$ cat src/rtl/rs_pool.sv
// Shared-pool reservation station: dispatch into the lowest free entry, CDB wakeup, one issue per FU class.
// Latency: a dispatched ready entry is offered the cycle after the dispatch edge; a wakeup at edge N allows issue in cycle N.
// Backpressure: disp_ready=~full from registered state; a held (iss_ready=0) entry is re-offered and stays allocated.
module rs_pool #(
    parameter int RS_DEPTH = 8,
    parameter int NUM_FU   = 5,
    parameter int NUM_CDB  = 2,
    parameter int TAG_W    = 6,
    parameter int OP_W     = 32
) (
    input  logic                               clock,
    input  logic                               reset,
    input  logic                               flush,
    input  logic                               disp_valid,
    output logic                               disp_ready,
    input  logic [$clog2(NUM_FU)-1:0]          disp_fu,
    input  logic [OP_W-1:0]                    disp_op,
    input  logic [TAG_W-1:0]                   disp_t,
    input  logic [1:0]                         disp_s_used,
    input  logic [2*TAG_W-1:0]                 disp_s_tag,
    input  logic [1:0]                         disp_s_rdy,
    input  logic [NUM_CDB-1:0]                 cdb_valid,
    input  logic [NUM_CDB*TAG_W-1:0]           cdb_tag,
    output logic [NUM_FU-1:0]                  iss_valid,
    input  logic [NUM_FU-1:0]                  iss_ready,
    output logic [NUM_FU*OP_W-1:0]             iss_op,
    output logic [NUM_FU*TAG_W-1:0]            iss_t,
    output logic [NUM_FU*2*TAG_W-1:0]          iss_s_tag,
    output logic [$clog2(RS_DEPTH+1)-1:0]      free_count,
    output logic                               full,
    output logic                               empty
);
    localparam int FU_W  = $clog2(NUM_FU);
    localparam int IDX_W = $clog2(RS_DEPTH);
    localparam int CNT_W = $clog2(RS_DEPTH+1);

    logic [RS_DEPTH-1:0]  busy;
    logic [1:0]           src_rdy [RS_DEPTH];
    logic [FU_W-1:0]      e_fu    [RS_DEPTH];
    logic [OP_W-1:0]      e_op    [RS_DEPTH];
    logic [TAG_W-1:0]     e_t     [RS_DEPTH];
    logic [2*TAG_W-1:0]   e_src   [RS_DEPTH];

    logic [RS_DEPTH-1:0]  elig;
    logic [RS_DEPTH-1:0]  issue_clr;
    logic [IDX_W-1:0]     sel [NUM_FU];
    logic [IDX_W-1:0]     alloc_idx;
    logic                 disp_fire;
    logic [1:0]           wr_rdy;
    logic [CNT_W-1:0]     free_cnt;

    function automatic logic cdb_hit(input logic [TAG_W-1:0] tag,
                                     input logic [NUM_CDB-1:0] vld,
                                     input logic [NUM_CDB*TAG_W-1:0] tags);
        logic hit;
        hit = 1'b0;
        for (int k = 0; k < NUM_CDB; k++)
            if (vld[k] && tags[k*TAG_W +: TAG_W] == tag) hit = 1'b1;
        return hit;
    endfunction

    // Select looks only at registered entry state, so no input reaches the issue outputs.
    always_comb begin
        iss_valid = '0;
        iss_op    = '0;
        iss_t     = '0;
        iss_s_tag = '0;
        issue_clr = '0;
        for (int i = 0; i < RS_DEPTH; i++)
            elig[i] = busy[i] & (&src_rdy[i]);
        for (int f = 0; f < NUM_FU; f++) begin
            sel[f] = '0;
            for (int i = RS_DEPTH-1; i >= 0; i--) begin
                if (elig[i] && e_fu[i] == FU_W'(f)) begin
                    iss_valid[f] = 1'b1;
                    sel[f]       = IDX_W'(i);
                end
            end
            iss_op[f*OP_W +: OP_W]           = e_op[sel[f]];
            iss_t[f*TAG_W +: TAG_W]          = e_t[sel[f]];
            iss_s_tag[f*2*TAG_W +: 2*TAG_W]  = e_src[sel[f]];
            if (iss_valid[f] && iss_ready[f])
                issue_clr[sel[f]] = 1'b1;
        end
    end

    always_comb begin
        alloc_idx = '0;
        free_cnt  = '0;
        for (int i = RS_DEPTH-1; i >= 0; i--) begin
            if (!busy[i]) alloc_idx = IDX_W'(i);
            free_cnt = free_cnt + CNT_W'(!busy[i]);
        end
    end

    assign free_count = free_cnt;
    assign full       = (free_cnt == '0);
    assign empty      = (free_cnt == CNT_W'(RS_DEPTH));
    assign disp_ready = ~full;
    assign disp_fire  = disp_valid && disp_ready && ({1'b0, disp_fu} < (FU_W+1)'(NUM_FU));

    // Same-cycle CDB bypass so a new entry never misses a broadcast of its source.
    always_comb begin
        for (int j = 0; j < 2; j++)
            wr_rdy[j] = ~disp_s_used[j] | disp_s_rdy[j]
                      | cdb_hit(disp_s_tag[j*TAG_W +: TAG_W], cdb_valid, cdb_tag);
    end

    always_ff @(posedge clock) begin
        if (reset || flush) begin
            busy <= '0;
            for (int i = 0; i < RS_DEPTH; i++) src_rdy[i] <= 2'b00;
        end else begin
            for (int i = 0; i < RS_DEPTH; i++) begin
                if (issue_clr[i]) busy[i] <= 1'b0;
                for (int j = 0; j < 2; j++)
                    if (busy[i] && cdb_hit(e_src[i][j*TAG_W +: TAG_W], cdb_valid, cdb_tag))
                        src_rdy[i][j] <= 1'b1;
            end
            if (disp_fire) begin
                busy[alloc_idx]    <= 1'b1;
                src_rdy[alloc_idx] <= wr_rdy;
            end
        end
    end

    always_ff @(posedge clock) begin
        if (disp_fire) begin
            e_fu[alloc_idx]  <= disp_fu;
            e_op[alloc_idx]  <= disp_op;
            e_t[alloc_idx]   <= disp_t;
            e_src[alloc_idx] <= disp_s_tag;
        end
    end
endmodule

$ cat config.mk
export PLATFORM = sky130hd
export DESIGN_NAME = rs_pool
export DESIGN_NICKNAME = d
export VERILOG_FILES = /design/src/rtl/rs_pool.sv
export SDC_FILE = /design/constraint.sdc
export NUM_CORES = 2
export LEC_CHECK = 0
export CORE_ASPECT_RATIO = 1.25
export CORE_UTILIZATION = 60
export CTS_CLUSTER_SIZE = 8
export DETAILED_ROUTE_END_ITERATION = 7
export HOLD_SLACK_MARGIN = 0.08
export PLACE_DENSITY = 0.89
export SYNTH_ARGS = -nofsm -noshare
export SYNTH_HDL_FRONTEND = slang
export SYNTH_SLANG_ARGS = --single-unit
$ cat constraint.sdc
create_clock -name clock -period 16.84 [get_ports clock]
set_input_delay 1.684 -clock clock [delete_from_list [all_inputs] [get_ports clock]]
set_output_delay 1.684 -clock clock [all_outputs]
set_load 0.01 [all_outputs]
## Yosys cells after proc, flatten, opt, wreduce, memory -nomap -nowiden

Memories as Yosys holds them, arrays and structs flattened.
Cells that the tools add are included.

- Register bits after elaboration: 8
- Bits in latches: 0
- Memory bits (writable): 440
- ROM bits: 0
- Logic and storage cells: 506
- Memories kept: 5

Memory list:

| memory | words | width | rd ports | clocked after memory_dff | write ports | line | source |
|---|---|---|---|---|---|---|---|
| e_op | 8 | 32 | 5 | 0 | 1 | 40 | `logic [OP_W-1:0] e_op [RS_DEPTH];` |
| e_src | 8 | 12 | 13 | 0 | 1 | 42 | `logic [2*TAG_W-1:0] e_src [RS_DEPTH];` |
| e_t | 8 | 6 | 5 | 0 | 1 | 41 | `logic [TAG_W-1:0] e_t [RS_DEPTH];` |
| e_fu | 8 | 3 | 8 | 0 | 1 | 39 | `logic [FU_W-1:0] e_fu [RS_DEPTH];` |
| src_rdy | 8 | 2 | 8 | 0 | 9 | 38 | `logic [1:0] src_rdy [RS_DEPTH];` |

- $add $sub $neg: 7
- $mul: 0
- Divide/modulo/power cells: 0
- $lt $le $gt $ge: 13
- Equal/unequal tests: 69
- Shift operators: 0
- Multiplexer cells: 244
- Bitwise operators: 36
- Reduce and logical (&&, ||, !) cells: 131

Operators by type and width:

| cell | number |
|---|---|
| 6-bit == test | 36 |
| 1-bit two-way mux | 184 |
| 3-bit two-way mux | 48 |
| 1-bit logical AND | 105 |
| 3-bit by 2-bit == test with 1-bit output, second input constant | 16 |
| 8-bit two-way mux | 6 |
| 8-bit bitwise OR | 5 |
| 3-bit by 1-bit == test with 1-bit output, second input constant | 8 |
| 3-bit == test, second input constant | 8 |
| 3-bit logical NOT | 8 |
| 3-bit by 4-bit < comparator with 1-bit output, second input constant | 6 |
| 1-bit bitwise OR | 20 |
| 1-bit demux with 3-bit select | 6 |
| 3-bit by 1-bit greater-or-equal comparator with 1-bit output, second input constant | 6 |
| 4-bit by 1-bit adder with 4-bit output | 4 |
| 2-bit AND reduction | 8 |
| 1-bit AND | 8 |
| 1-bit logical NOT | 8 |
| 3-bit by 1-bit adder with 4-bit output | 1 |
| 4-bit == test, second input constant | 1 |
| 4-bit logical NOT | 1 |
| 2-bit by 1-bit adder with 3-bit output | 1 |
| 3-bit < comparator, second input constant | 1 |
| 1-bit NOT | 3 |
| 2 further kinds | 2 |

## Logic depth before layout (Yosys ltp)

An unclocked memory read counts as a cell.

- Depth in word-level cells: 29
- Depth in mapped cells: 15
- Gate-level depth less buffers: 15

## Worst setup path before layout

No wires, ideal clock.

- Path type: register to register
- Start: register busy[6]
- End: memory src_rdy[6][0], enable pin
- Setup time: 0.301 ns
- Arrival time: 5.854 ns
- Required time: 16.539 ns
- Path slack: 10.684 ns
- Stages on the path, launching flop included: 15
- Path buffers: 0
- Cells stage by stage: dfxtp_1 fa_1 fa_1 fa_1 inv_1 ha_1 inv_1 fa_1 xor2_1 o2111ai_1 and3_1 o21ai_0 nor2_1 nor2_1 nand2_1

RTL lines:

| what | line | source |
|---|---|---|
| start, declared | 37 | `logic [RS_DEPTH-1:0] busy;` |
| start signal, assigned | 111 | `busy <= '0;` |
| start signal, assigned by index | 115 | `if (issue_clr[i]) busy[i] <= 1'b0;` |
| start signal, assigned by index | 121 | `busy[alloc_idx] <= 1'b1;` |
| end, declared | 38 |  |

## Worst setup path in the final report

- Start: register busy[7]
- End: output port iss_op[65]

- Word-level cells in the longest chain between the ends: 11

RTL lines:

| what | line | source |
|---|---|---|
| 1-bit AND | 70 | `elig[i] = busy[i] & (&src_rdy[i]);` |
| 1-bit logical AND | 74 | `if (elig[i] && e_fu[i] == FU_W'(f)) begin` |
| 3-bit two-way mux (8 in a row) | 74 |  |
| memory read 8 x 32 bit | - |  |
| end, declared | 26 | `output logic [NUM_FU*OP_W-1:0] iss_op,` |

Every way passes these cells.

==> report_table.html <==
<table>
<tr><th>Metric</th><th>Value</th></tr>
<tr><th colspan="2">Run status</th></tr>
<tr><td>Result of the run</td><td>complete, but fails checks</td></tr>
<tr><td>Violations in the final reports</td><td>design-rule violations</td></tr>
<tr><th colspan="2">Final layout</th></tr>
<tr><td>Share of final-layout standard cells stronger than drive strength 1</td><td>3.59%</td></tr>
<tr><td>Area occupied by registers</td><td>0.0133 sq mm</td></tr>
<tr><td>Final-stage net count</td><td>4,887</td></tr>
<tr><td>Final-layout fill cell count</td><td>4,439</td></tr>
<tr><td>Area growth from synthesis to layout</td><td>14.0%</td></tr>
<tr><td>Combined area of the multi-input logic cells</td><td>0.0199 sq mm</td></tr>
<tr><th colspan="2">Pwr</th></tr>
<tr><td>Power per unit of standard cell area</td><td>68.8 mW/mm^2</td></tr>
<tr><td>Largest vdd supply drop</td><td>75.2 uV</td></tr>
<tr><td>Leakage power</td><td>14.6 nW</td></tr>
<tr><th colspan="2">Detailed routing</th></tr>
<tr><td>Routed via count divided by cell count</td><td>7.00</td></tr>
<tr><td>Count of routing violations after the opening detailed-route iteration</td><td>7,461</td></tr>
<tr><td>Antenna violation net count after detailed routing</td><td>0</td></tr>
<tr><td>Overall via count from detail_route</td><td>38,974</td></tr>
<tr><td>First-pass detailed-route iteration total</td><td>8</td></tr>
<tr><td>Total wirelength of the detailed-routed design</td><td>145,000 um</td></tr>
<tr><td>Number of DRC violations after detailed routing</td><td>34</td></tr>
<tr><td>Average detailed-routed wire length per instance</td><td>26.0 um</td></tr>
<tr><th colspan="2">Critical path</th></tr>
<tr><td>Data arrival time of the critical path</td><td>6050 ps</td></tr>
<tr><td>Required time of the critical path</td><td>15,160 ps</td></tr>
<tr><td>CP bufs+invs</td><td>3</td></tr>
<tr><td>Origin of the worst setup path</td><td>busy[7]</td></tr>
<tr><td>Worst reg2reg path startpoint</td><td>busy[4]</td></tr>
<tr><td>Setup slack on the worst flop-to-flop path</td><td>10,710 ps</td></tr>
<tr><td>Category of the critical setup timing path</td><td>reg2out</td></tr>
<tr><td>Max incr delay on CP</td><td>920 ps</td></tr>
<tr><td>Maximum net fanout on the critical path</td><td>95</td></tr>
<tr><td>Kind of start point of the critical path</td><td>flip-flop</td></tr>
<tr><td>Family of cells with the greatest summed delay on the critical path</td><td>buffers and inverters</td></tr>
<tr><td>Depth of the most critical reg-to-reg path</td><td>15</td></tr>
<tr><td>Library cell contributing the largest single delay on the critical path</td><td>buf_4</td></tr>
<tr><td>Worst Setup End Kind</td><td>output port</td></tr>
<tr><td>Endpoint of the worst register-to-register path</td><td>src_rdy[6][0]</td></tr>
<tr><td>Cell chain of the critical path</td><td>nand2_1, a2111oi_0, o2111a_1, or3_4, buf_4, buf_4, nand2_1, a21oi_1, or4_1, clkdlybuf4s50_1</td></tr>
<tr><th colspan="2">Yosys</th></tr>
<tr><td>Top FF cell, synth</td><td>edfxtp_1</td></tr>
<tr><td>Register area share after synthesis</td><td>37.9%</td></tr>
<tr><td>Synthesized netlist cell count</td><td>4,785</td></tr>
<tr><td>FF+latch count, synth</td><td>448</td></tr>
<tr><td>Post-synth cell types</td><td>67</td></tr>
<tr><td>Synth Net Count</td><td>4,874</td></tr>
<tr><td>Cell area after synthesis</td><td>0.0350 sq mm</td></tr>
<tr><td>Yosys warnings</td><td>0</td></tr>
<tr><td>Largest cells by area after synthesis</td><td>edfxtp_1 (37%), nand2_1 (22%), a21oi_1 (12%), mux2i_1 (5.7%), or4_1 (5.6%)</td></tr>
<tr><td>Share of synthesized flip-flops with an asynchronous set or reset</td><td>0%</td></tr>
<tr><td>Library cell occupying the most area in the post-synthesis netlist</td><td>edfxtp_1</td></tr>
<tr><td>Share of Yosys cell area claimed by the top area cell type</td><td>36.9%</td></tr>
<tr><td>Number of synthesized flops with an enable pin</td><td>430</td></tr>
<tr><td>Post-synthesis average cell area</td><td>7.32 sq um</td></tr>
<tr><th colspan="2">Floorplan</th></tr>
<tr><td>Starting density of the core</td><td>61.0%</td></tr>
<tr><td>Area of the placeable core</td><td>0.0574 sq mm</td></tr>
<tr><td>Number of rows created at floorplan</td><td>98</td></tr>
<tr><td>Die area</td><td>0.0594 sq mm</td></tr>
<tr><td>Height of the die</td><td>272 um</td></tr>
<tr><td>Number of placed I/O pins</td><td>342</td></tr>
<tr><td>Floorplan die width</td><td>218 um</td></tr>
<tr><th colspan="2">Clocking</th></tr>
<tr><td>Inserted Clock Buffers</td><td>66</td></tr>
<tr><td># H-tree levels</td><td>3</td></tr>
<tr><td>Bufs on Longest Clock Path</td><td>3</td></tr>
<tr><td>Clock latency on the worst-skew pair</td><td>610 ps</td></tr>
<tr><td>Reg clk slew, reported paths</td><td>50 ps</td></tr>
<tr><td>Root cell of the clock tree</td><td>clkbuf_16</td></tr>
<tr><td>Count of hold-fix buffers inserted at cts</td><td>0</td></tr>
<tr><td>Post-CTS repair timing setup buffer count</td><td>0</td></tr>
<tr><td>Sinks on the clock net</td><td>448</td></tr>
<tr><td>Post-cts gate resize count</td><td>0</td></tr>
<tr><td>TritonCTS clock tree</td><td>done</td></tr>
<tr><th colspan="2">GRT</th></tr>
<tr><td>Wire length of the first global-routing pass</td><td>212,000 um</td></tr>
<tr><td>Overall overflow remaining after global route</td><td>0</td></tr>
<tr><td>Antenna violations before repair</td><td>11</td></tr>
<tr><td>Total global-route track usage</td><td>47.4%</td></tr>
<tr><td>Maximum number of pins on one net before global-route repair</td><td>201</td></tr>
<tr><td>Vias in the first global route</td><td>36,047</td></tr>
<tr><th colspan="2">Placed design</th></tr>
<tr><td>Worst setup slack before clock tree synthesis</td><td>10,280 ps</td></tr>
<tr><td>Placer Congestion</td><td>1.05</td></tr>
<tr><td>Number of I/O port buffers</td><td>341</td></tr>
<tr><td>Post-DP HPWL</td><td>81,400 um</td></tr>
<tr><th colspan="2">Timing</th></tr>
<tr><td>Final setup margin</td><td>9110 ps</td></tr>
<tr><td>Final worst clock skew</td><td>36.0 ps</td></tr>
<tr><td>Count of final max-slew check failures</td><td>0</td></tr>
<tr><td>Least-Margin Pin Slew</td><td>1310 ps</td></tr>
<tr><td>Headroom to the max-slew limit</td><td>12.4%</td></tr>
<tr><td>Achievable Freq</td><td>0.129 GHz</td></tr>
<tr><td>Summed negative setup slack over all endpoints</td><td>0 ps</td></tr>
<tr><td>Post-route fraction of the period consumed by the critical path</td><td>45.9%</td></tr>
<tr><td>RSZ-0062 raised after global routing</td><td>no</td></tr>
<tr><td>Setup violators final</td><td>0</td></tr>
<tr><td>Final Hold Violating Endpoints</td><td>0</td></tr>
<tr><td>Final critical path time including I/O delays and setup</td><td>7730 ps</td></tr>
<tr><th colspan="2">Min path</th></tr>
<tr><td>Hold path startpoint</td><td>src_rdy[1][1]</td></tr>
<tr><td>Hold Path Sink</td><td>src_rdy[1][1]</td></tr>
<tr><td>Hold-critical path depth</td><td>2</td></tr>
<tr><td>Worst hold-check path type</td><td>reg2reg</td></tr>
<tr><th colspan="2">Flow run</th></tr>
<tr><td>Maximum capacitance violations</td><td>0</td></tr>
</table>
logic make-up after synthesis:
kind of cell,synth area share (%)
simple gates,31.0
xor+xnor,5.43
fa+ha+maj,0.407
flops,37.9
buf+inv,5.79
mux,5.72
compound gates,13.8
where the power goes:
group,total (mW),switching [mW],internal [mW]
clock,1.22,0.494,0.726
combinational,0.274,0.147,0.127
sequential,1.25,0.0168,1.24
total,2.75,0.658,2.09
cells in the mapped netlist, types with 5 or more instances:
master	instances
a211oi_1	16
a21oi_1	821
and3_1	6
buf_1	25
buf_2	55
buf_4	10
buf_6	14
clkbuf_1	348
dfxtp_1	18
edfxtp_1	430
ha_1	5
inv_1	24
mux2i_1	200
nand2_1	2045
nand2b_1	13
nand3_1	25
nand3b_1	11
nand4_1	42
nand4b_1	5
nor2_1	41
nor2b_1	7
nor3_1	9
nor3b_1	5
nor4_1	18
o21ai_0	20
o22ai_1	7
o31ai_1	5
o32ai_1	6
o41ai_1	5
or2_2	5
or3_1	7
or4_1	260
xnor2_1	123
xor2_1	94
per-layer routing:
metal | track usage, % | up-vias | routed length (um) | share of wire (%)
li1 | - | 16357 | - | -
met1 | 57.2 | 17177 | 43700 | 30
met2 | 69.2 | 4193 | 59800 | 41
met3 | 16.3 | 1231 | 27400 | 19
met4 | 36.3 | 16 | 13700 | 9.5
met5 | 0 | - | 113 | 0.078
layout by cell type, fill, tap and decap left out, types with 11 or more instances in the layout:
cell type	Yosys	layout
nand3_1	25	24
xnor2_1	123	123
nand3b_1	11	11
nand4_1	42	42
nor4_1	18	18
xor2_1	94	94
or4_1	260	260
clkdlybuf4s50_1	0	341
nor2_1	41	36
inv_1	24	20
clkbuf_16	0	69
a211oi_1	16	16
mux2i_1	200	200
a21oi_1	821	818
dfxtp_1	18	18
nand2_1	2045	2042
o21ai_0	20	19
buf_4	10	59
edfxtp_1	430	430
nand2b_1	13	12
tightest hold or removal path, delay by kind of cell (launching register included):
family,cells,cell delay (ps)
compound gates,2,180
flops,1,320
state kept, by name, indices dropped and copies added, names as in the netlist:
signal,flops
e_fu,24
e_src,96
e_t,48
e_op,256
busy,8
src_rdy,16
area by class of cell:
cell class / count / area share, %
Multi-Input combinational cell: 3857 / 49.9
Clock buffer: 79 / 4.42
Clock inverter: 4 / 0.0690
Sequential cell: 448 / 33.2
Inverter: 24 / 0.238
Tap cell: 750 / 2.35
Timing Repair Buffer: 401 / 9.71
Antenna cell: 3 / 0.0188
how the worst max path moves through the flow:
stage | to | slack, ps | cells after the start
2_1_floorplan | src_rdy[6][0] | 10680 | 14
3_3_place_gp | iss_op[1] | 10420 | 10
3_5_place_dp | iss_op[31] | 10280 | 10
4_1_cts | iss_op[31] | 9620 | 10
5_1_grt | iss_op[65] | 9100 | 10
6_report | iss_op[65] | 9110 | 10
per-stage QoR:
step	power, mW	hold slack, ps	instance area (sq um)	std cells	utilization (%)
3_5_place_dp	1.53	544	38100	5480	66.4
6_report	2.75	549	39900	5566	69.6
4_1_cts	2.73	554	39900	5563	69.5
5_1_grt	2.79	592	39900	5566	69.6
2_1_floorplan	1.39	514	35000	4785	-
3_3_place_gp	1.53	530	38100	5480	66.4
Power figures use the tool's default switching activity.
